## config.mk

```make
export PLATFORM = sky130hd
export DESIGN_NAME = comparador_serial_izq_der
export DESIGN_NICKNAME = d
export VERILOG_FILES = /design/src/rtl/comparador_serial_izq_der.sv
export SDC_FILE = /design/constraint.sdc
export NUM_CORES = 1
export LEC_CHECK = 0
export ABC_AREA = 1
export ABC_CLOCK_PERIOD_IN_PS = 1500
export CAP_MARGIN = 5
export CORE_MARGIN = 10
export CORE_UTILIZATION = 45
export DETAILED_ROUTE_END_ITERATION = 8
export GPL_ROUTABILITY_DRIVEN = 0
export PLACE_DENSITY = 0.74
export RECOVER_POWER = 50
export SYNTH_ARGS = -nofsm -noshare
export SYNTH_HDL_FRONTEND = slang
export SYNTH_SLANG_ARGS = --single-unit
```

## constraint.sdc

```tcl
create_clock -name clk -period 1.5 [get_ports clk]
set_clock_uncertainty 0.2 [all_clocks]
set_input_delay 0.3 -clock clk [delete_from_list [all_inputs] [get_ports clk]]
set_output_delay 0.3 -clock clk [all_outputs]
set_load 0.02 [all_outputs]
```

## src/rtl/comparador_serial_izq_der.sv

```systemverilog
// rtl/comparador_serial_izq_der.sv - MSB-first serial magnitude comparator with start/done handshake
// Scans one bit per clock and stops at the first differing bit.
module comparador_serial_izq_der #(
  parameter int N  = 8,
  parameter int CW = $clog2(N+1)
) (
  input  logic          clk,
  input  logic          rst_n,
  input  logic          start,
  input  logic [N-1:0]  A,
  input  logic [N-1:0]  B,
  output logic          busy,
  output logic          done,
  output logic          menor_igual,
  output logic          mayor,
  output logic          igual,
  output logic [CW-1:0] bits_evaluados
);

  localparam int IW = $clog2(N);
  localparam logic [IW-1:0] IDX_MSB = IW'(N-1);

  typedef enum logic {IDLE, SCAN} state_t;

  state_t        state_q, state_d;
  logic [N-1:0]  a_q, a_d;
  logic [N-1:0]  b_q, b_d;
  logic [IW-1:0] idx_q, idx_d;
  logic          done_q, done_d;
  logic          menor_igual_q, menor_igual_d;
  logic          mayor_q, mayor_d;
  logic          igual_q, igual_d;
  logic [CW-1:0] bits_q, bits_d;

  always_ff @(posedge clk) begin
    if (!rst_n) begin
      state_q       <= IDLE;
      a_q           <= '0;
      b_q           <= '0;
      idx_q         <= '0;
      done_q        <= 1'b0;
      menor_igual_q <= 1'b0;
      mayor_q       <= 1'b0;
      igual_q       <= 1'b0;
      bits_q        <= '0;
    end else begin
      state_q       <= state_d;
      a_q           <= a_d;
      b_q           <= b_d;
      idx_q         <= idx_d;
      done_q        <= done_d;
      menor_igual_q <= menor_igual_d;
      mayor_q       <= mayor_d;
      igual_q       <= igual_d;
      bits_q        <= bits_d;
    end
  end

  always_comb begin
    state_d       = state_q;
    a_d           = a_q;
    b_d           = b_q;
    idx_d         = idx_q;
    done_d        = 1'b0;
    menor_igual_d = menor_igual_q;
    mayor_d       = mayor_q;
    igual_d       = igual_q;
    bits_d        = bits_q;

    case (state_q)
      IDLE: begin
        if (start) begin
          a_d           = A;
          b_d           = B;
          idx_d         = IDX_MSB;
          menor_igual_d = 1'b0;
          mayor_d       = 1'b0;
          igual_d       = 1'b0;
          bits_d        = '0;
          state_d       = SCAN;
        end
      end
      SCAN: begin
        bits_d = bits_q + CW'(1);
        if (a_q[idx_q] && !b_q[idx_q]) begin
          mayor_d = 1'b1;
          done_d  = 1'b1;
          state_d = IDLE;
        end else if (!a_q[idx_q] && b_q[idx_q]) begin
          menor_igual_d = 1'b1;
          done_d        = 1'b1;
          state_d       = IDLE;
        end else if (idx_q == '0) begin
          // All bits matched down to the LSB.
          igual_d       = 1'b1;
          menor_igual_d = 1'b1;
          done_d        = 1'b1;
          state_d       = IDLE;
        end else begin
          idx_d = idx_q - IW'(1);
        end
      end
      default: state_d = IDLE;
    endcase
  end

  assign busy           = (state_q == SCAN);
  assign done           = done_q;
  assign menor_igual    = menor_igual_q;
  assign mayor          = mayor_q;
  assign igual          = igual_q;
  assign bits_evaluados = bits_q;

endmodule

```

==> run summary, run 1 <==
Vias/cell: 5.30
Crit Path Max Fanout: 7
Post-route minimum period: 1.69 ns
GRT Resource Usage Total: 12.9%
Rows: 19
DP HPWL: 2420 µm
Req. time, crit path: 1.58 ns
Synth-to-Final Area Change: 43.2%
Layout cell share with drive strength beyond 1: 36.6%
Post-Syn Area: 1370 µm²
Reg clk slew, reported paths: 0.16 ns
TritonCTS clock tree: built
Initial core utilization: 48.5%
Post-synthesis sequential area ratio: 40.9%
RSZ-0062 raised after global routing: true
Failing checks: negative setup slack
Tcrit/Tclk final: 113%
Max Cap Viol: 0
Synth Register Bits: 28
Max IR drop VDD: 633 µV
Critical Path End Type: flip-flop
Routed wire length: 3810 µm
Die area: 5660 µm²
First-pass GRT wire length: 5840 µm
IO Port Bufs: 27
Yosys cell types: 21
Clk buf depth: 2
Final nets: 258
Initial antenna violation count: 0
Slew at the pin with the worst max-slew slack: 0.213 ns
Final hold vios: 0
I/O pin cnt: 28
Status: complete, but fails checks
Syn_nets: 215
Ant. Diodes: 0
DRC Markers: 0
Global route total overflow: 0
Metal-1 WL: 1600 µm
Die width: 75.2 µm
First drt pass iteration count: 4
Critical path's largest stage delay: 0.38 ns
Relative slew margins: 85.8%
Max Used Layer: met4
Hold WS: 0.249 ns
Crit path cell chain: buf_12 -> inv_12 -> nand2_1 -> nand3_2 -> nand2_1 -> nand2_1 -> nand2_2 -> nand2_4 -> nand3_4 -> buf_4 -> a21oi_1
CTS Root Cell: clkbuf_4
Final Slew Violations: 0
Synth Instances: 193
CTS Sinks: 28
Fmax: 590 MHz
Type of the worst setup path: flip-flop to flip-flop
Startpoint Class: flip-flop
Metal2 WL: 1980 µm
Post-Place Setup Slack: -0.284 ns
Post-layout util: 69.4%
Finish-stage setup viols: 8
Via count: 1411
Htree depth: 1
Avg Cell Area, Syn: 7.11 µm²
Slowest CP cell: dfxtp_4
Inserted Clock Buffers: 3
CORE AREA: 2830 µm²
P per Cell Area: 1090 nW/µm²
Wire per inst: 14.3 µm
Design Power: 2.14 mW
Synth warn: 0
Skew-Pair Late Insertion Delay: 0.34 ns
LEAKAGE: 0.902 nW
Vias in the first global route: 1347
Largest net degree at the start of global routing: 41
Commonest non-fill, non-tap cell in the layout: nand2_1
DRT iter0 DRCs: 75
Most frequent CP cell: nand2_1
Met3 wire length: 129 µm
Worst EP arrival: 1.77 ns
Die height: 75.2 µm
Setup slack after layout: -0.195 ns
Routed Antenna Nets: 0
Worst Hold Class: flip-flop to flip-flop
Most frequent cells in the layout: nand2_1 (31), a21oi_1 (24), dfxtp_1 (23)
registers in the layout, indices dropped and copies added, names as in the netlist:
signal and count:
igual 1, busy 1, a_q 8, mayor 1
idx_q 3, b_q 8, bits_evaluados 4, menor_igual 1
done 1
what timing repair did:
item,4_1_cts,5_1_grt
pin swaps,0,6
endpoints found under the setup margin,16,33
resized for setup,36,29
cloned,1,1
buffers inserted,2,2
hold buffers,0,0
layer usage:
metal  vias to the layer above  GRT usage, %
met5                         -             0
li1                        709             -
met1                       657          15.3
met2                        34          22.6
met4                         0          5.15
met3                        11          2.37
synth_stat cells, drive strengths merged:
cell type	count	area (µm²)
clkbuf	4	15.0
a21oi	28	140
ha	3	37.5
nand3	22	128
nor2	8	30.0
a211oi	1	7.51
buf	4	28.8
nand2	46	205
o21ai	19	95.1
dfxtp	28	561
clkinv	3	15.0
inv	27	109
cells by family (layout without fill, tap and decap cells):
logic type	after synthesis	in the layout	share of synthesized area, %
AND/OR/NAND/NOR	76	76	26.5
AO/OA/AOI/OAI	48	48	17.7
buffers and inverters	38	80	12.2
flip-flops	28	28	40.9
adder cells (fa/ha/maj)	3	3	2.74
metrics by stage:
| step | std cells | setup TNS (ns) | instance area (µm²) |
|---|---|---|---|
| final | 266 | -1.13 | 1960 |
| after global routing | 266 | -1.98 | 1960 |
| after CTS | 263 | -0.552 | 1910 |
| after detailed placement | 256 | -5.51 | 1770 |
| after global placement | 256 | -3.90 | 1770 |
| after floorplan | 193 | 0 | 1400 |
worst max-delay path, delay by kind of cell, from the launching register on:
kind	cells	cell delay, ns
AOI/OAI and AO/OA	1	0.11
buffers and inverters	3	0.37
DFF	1	0.38
and+or+nand+nor	7	0.56
cell type report:
type                            instances  area (µm²)
Inverter                               30         129
Fill cell                             211         865
Timing Repair inverter                  1        8.76
Tap cell                               31        38.8
Sequential cell                        28         569
Clock buffer                            3        22.5
Multi-Input combinational cell        127         753
Timing Repair Buffer                   45         413
Clock inverter                          1        30.0
where the power goes:
group / total [mW] / leakage (nW) / switching [mW] / internal, mW
Clock: 0.513 / 0.0279 / 0.242 / 0.271
Combinational: 0.777 / 0.640 / 0.448 / 0.330
Sequential: 0.851 / 0.233 / 0.0363 / 0.814
Total: 2.14 / 0.902 / 0.726 / 1.41
path summary, 6_finish.rpt:
path         slack [ns]  cells past startpoint                              to                      startpoint
max reg2reg       -0.19                     11                 busy$_SDFF_PN0_           idx_q[0]$_SDFFE_PN0P_
min                0.25                      1  bits_evaluados[3]$_SDFFE_PN0P_  bits_evaluados[3]$_SDFFE_PN0P_
max               -0.19                     11                 busy$_SDFF_PN0_           idx_q[0]$_SDFFE_PN0P_
min reg2reg        0.25                      1  bits_evaluados[3]$_SDFFE_PN0P_  bits_evaluados[3]$_SDFFE_PN0P_
Power figures use the tool's default switching activity.
==> run 2, diff against run 1 <==
--- a/config.mk
+++ b/config.mk
@@ -6,14 +6,14 @@
 export NUM_CORES = 1
 export LEC_CHECK = 0
 export ABC_AREA = 1
-export ABC_CLOCK_PERIOD_IN_PS = 1500
 export CAP_MARGIN = 5
 export CORE_MARGIN = 10
-export CORE_UTILIZATION = 45
+export CORE_UTILIZATION = 50
 export DETAILED_ROUTE_END_ITERATION = 8
 export GPL_ROUTABILITY_DRIVEN = 0
-export PLACE_DENSITY = 0.74
+export PLACE_DENSITY = 0.78
 export RECOVER_POWER = 50
+export SLEW_MARGIN = 20
 export SYNTH_ARGS = -nofsm -noshare
 export SYNTH_HDL_FRONTEND = slang
 export SYNTH_SLANG_ARGS = --single-unit
==> constraint.sdc (replaced) <==
create_clock -name clk -period 1.9 [get_ports clk]
set_clock_uncertainty 0.2 [all_clocks]
set_input_delay 0.38 -clock clk [delete_from_list [all_inputs] [get_ports clk]]
set_output_delay 0.38 -clock clk [all_outputs]
set_load 0.02 [all_outputs]
==> run 2 against run 1 <==
The flow now finishes without violations; die area shrank 7.4%; sequential cell count is the same; clock-buffer cell count is the same; core utilization shrank 1.5 points; total power shrank 30%; first-iteration DRC count shrank 32%; routed wire length shrank 18%; combinational power shrank 44%; cell count shrank 5.6%.
==> run summary, run 2 (synthesized netlist as in run 1, its figures left out) <==
Status: finished clean
Slew at the pin with the worst max-slew slack: 0.361 ns (+0.148 ns)
CORE AREA: 2540 µm² (-10%)
Wire per inst: 12.5 µm (-13%)
Final hold vios: 0 (unchanged)
Met2 Use GR: 20.6% (-2.0 points)
Gate power share: 29.1% (-7.2 points)
Rows: 18 (-1)
Reg clk slew, reported paths: 0.15 ns (about the same)
Synth-to-Final Area Change: 26.1%
Initial core utilization: 53.9% (+5.4 points)
Die width: 72.4 µm (-3.8%)
Met1 usage: 12.7% (-2.5 points)
Type of the worst setup path: flip-flop to flip-flop
Die height: 72.4 µm (-3.8%)
Layout cell share with drive strength beyond 1: 13.6% (-23 points)
Pint: 1.03 mW (-27%)
First-pass GRT wire length: 5170 µm (-12%)
Crit path from: idx_q[1]$_SDFFE_PN0P_
Switching power: 473 µW (-35%)
DRT iter0 DRCs: 51 (-32%)
Largest net degree at the start of global routing: 41 (unchanged)
Met3 Use GR: 3.54% (+1.2 points)
Post-layout util: 67.9% (-1.5 points)
CTS Sinks: 28 (unchanged)
Finish-stage setup viols: 0 (-8)
Routed wire length: 3130 µm (-18%)
Vias/cell: 5.21 (-1.8%)
P per Cell Area: 868 nW/µm² (-20%)
Seq pwr share: 44.8% (+5.1 points)
Global route total overflow: 0 (unchanged)
DRC Markers: 0 (unchanged)
Most frequent cells in the layout: nand2_1 (37), a21oi_1 (28), dfxtp_1 (27)
Skew-Pair Late Insertion Delay: 0.33 ns (about the same)
Beginning of the worst hold path: b_q[4]$_SDFFE_PN0P_
Worst EP arrival: 1.74 ns (-0.03 ns)
LEAKAGE: 0.853 nW (-5.4%)
Post-CTS Setup Inserts: 0 (-2)
Hold WS: 0.252 ns (+0.00342 ns)
Sw frac: 31.5% (-2.4 points)
Total negative setup slack: 0 ns (+1.13 ns)
Commonest non-fill, non-tap cell in the layout: nand2_1
Most frequent CP cell: nand2_1
RSZ-0062 raised after global routing: false
Routed Antenna Nets: 0 (unchanged)
Clk network pwr share: 26.2% (+2.2 points)
GRT Resource Usage Total: 11.6% (-1.3 points)
First drt pass iteration count: 4 (unchanged)
Max IR drop VDD: 639 µV (+0.98%)
CTS Root Cell: clkbuf_4
Ant. Diodes: 0 (unchanged)
Design area: 1730 µm² (-12%)
I/O pin cnt: 28 (unchanged)
IO Port Bufs: 27 (unchanged)
Startpoint Class: flip-flop
Clk buf depth: 2 (unchanged)
Slowest CP cell: dfxtp_1
Final Slew Violations: 0 (unchanged)
Crit Path Max Fanout: 7 (unchanged)
Die area: 5240 µm² (-7.4%)
Critical path's largest stage delay: 0.44 ns (+0.06 ns)
DP HPWL: 2330 µm (-3.7%)
Final nets: 244 (-5.4%)
Max Cap Viol: 0 (unchanged)
Post-route minimum period: 1.69 ns (-0.00269 ns)
Fmax: 591 MHz (+0.16%)
Crit path cell chain: inv_1 -> buf_4 -> nand3_1 -> nand2_1 -> nand2_1 -> nand2_2 -> nand2_4 -> nand3_4 -> a21oi_1 -> nor2_1
Initial antenna violation count: 0 (unchanged)
Placed inst area: 1690 µm² (-4.9%)
Vias in the first global route: 1201 (-11%)
Worst Hold Class: flip-flop to flip-flop
Htree depth: 1 (unchanged)
Reg-to-Reg Start: idx_q[1]$_SDFFE_PN0P_
TritonCTS clock tree: built
Relative slew margins: 75.9% (-9.9 points)
Req. time, crit path: 1.95 ns (+0.37 ns)
Busiest grt layer: met2
Tcrit/Tclk final: 89.1% (-24 points)
Via count: 1307 (-7.4%)
Critical Path End Type: flip-flop
Inserted Clock Buffers: 3 (unchanged)
-- run 2: per-stage QoR --
| stage | power [mW] | setup WS (ns) | cells |
|---|---|---|---|
| floorplan | 0.999 | 0.291 | 193 |
| global placement | 1.12 | 0.130 | 247 |
| detailed placement | 1.13 | 0.0819 | 247 |
| CTS | 1.52 | 0.0152 | 251 |
| global route | 1.59 | 0.0645 | 251 |
| finish | 1.50 | 0.208 | 251 |
-- run 2: what timing repair did --
item	CTS	global route
setup endpoints to repair	6	6
hold buffers	0	0
gates resized for setup	6	5
pin swaps	0	0
-- run 2: worst max-delay path: cells and delay by family, from the launching register on --
family | cells | cell delay, ns
buffers and inverters | 2 | 0.24
DFF | 1 | 0.44
AOI/OAI and AO/OA | 1 | 0.15
and+or+nand+nor | 7 | 0.58
-- run 2: path summary, 6_finish.rpt --
| check | endpoint | slack [ns] | cells after the start |
|---|---|---|---|
| worst max-delay path | idx_q[2]$_SDFFE_PN0P_ | 0.21 | 10 |
| worst min-delay path | b_q[4]$_SDFFE_PN0P_ | 0.25 | 2 |
| worst max register to register | idx_q[2]$_SDFFE_PN0P_ | 0.21 | 10 |
| worst min register to register | b_q[4]$_SDFFE_PN0P_ | 0.25 | 2 |
-- run 2: power by group through the flow --
stage | clock (mW) | sequential (mW) | combinational (mW)
2_1_floorplan | 0 | 0.694 | 0.306
3_3_place_gp | 0 | 0.683 | 0.436
3_5_place_dp | 0 | 0.685 | 0.449
4_1_cts | 0.399 | 0.672 | 0.447
5_1_grt | 0.419 | 0.679 | 0.493
6_report | 0.393 | 0.672 | 0.436
-- run 2: cell type report --
class / count / area, µm²
Inverter: 30 / 124
Multi-Input combinational cell: 127 / 646
Tap cell: 30 / 37.5
Clock buffer: 3 / 22.5
Clock inverter: 1 / 30.0
Timing Repair Buffer: 32 / 308
Sequential cell: 28 / 562
Fill cell: 238 / 816
-- run 2: layer usage --
layer,up-vias,wire length (µm)
met3,9,182
li1,675,-
met1,594,1350
met2,29,1520
met5,-,0
met4,0,74
==> run 3, diff against run 2 <==
--- a/config.mk
+++ b/config.mk
@@ -6,7 +6,6 @@
 export NUM_CORES = 1
 export LEC_CHECK = 0
 export ABC_AREA = 1
-export CAP_MARGIN = 5
 export CORE_MARGIN = 10
 export CORE_UTILIZATION = 50
 export DETAILED_ROUTE_END_ITERATION = 8
==> results of run 3 <==
Same layout as run 2: the final DEF is identical, and so are final timing and power.
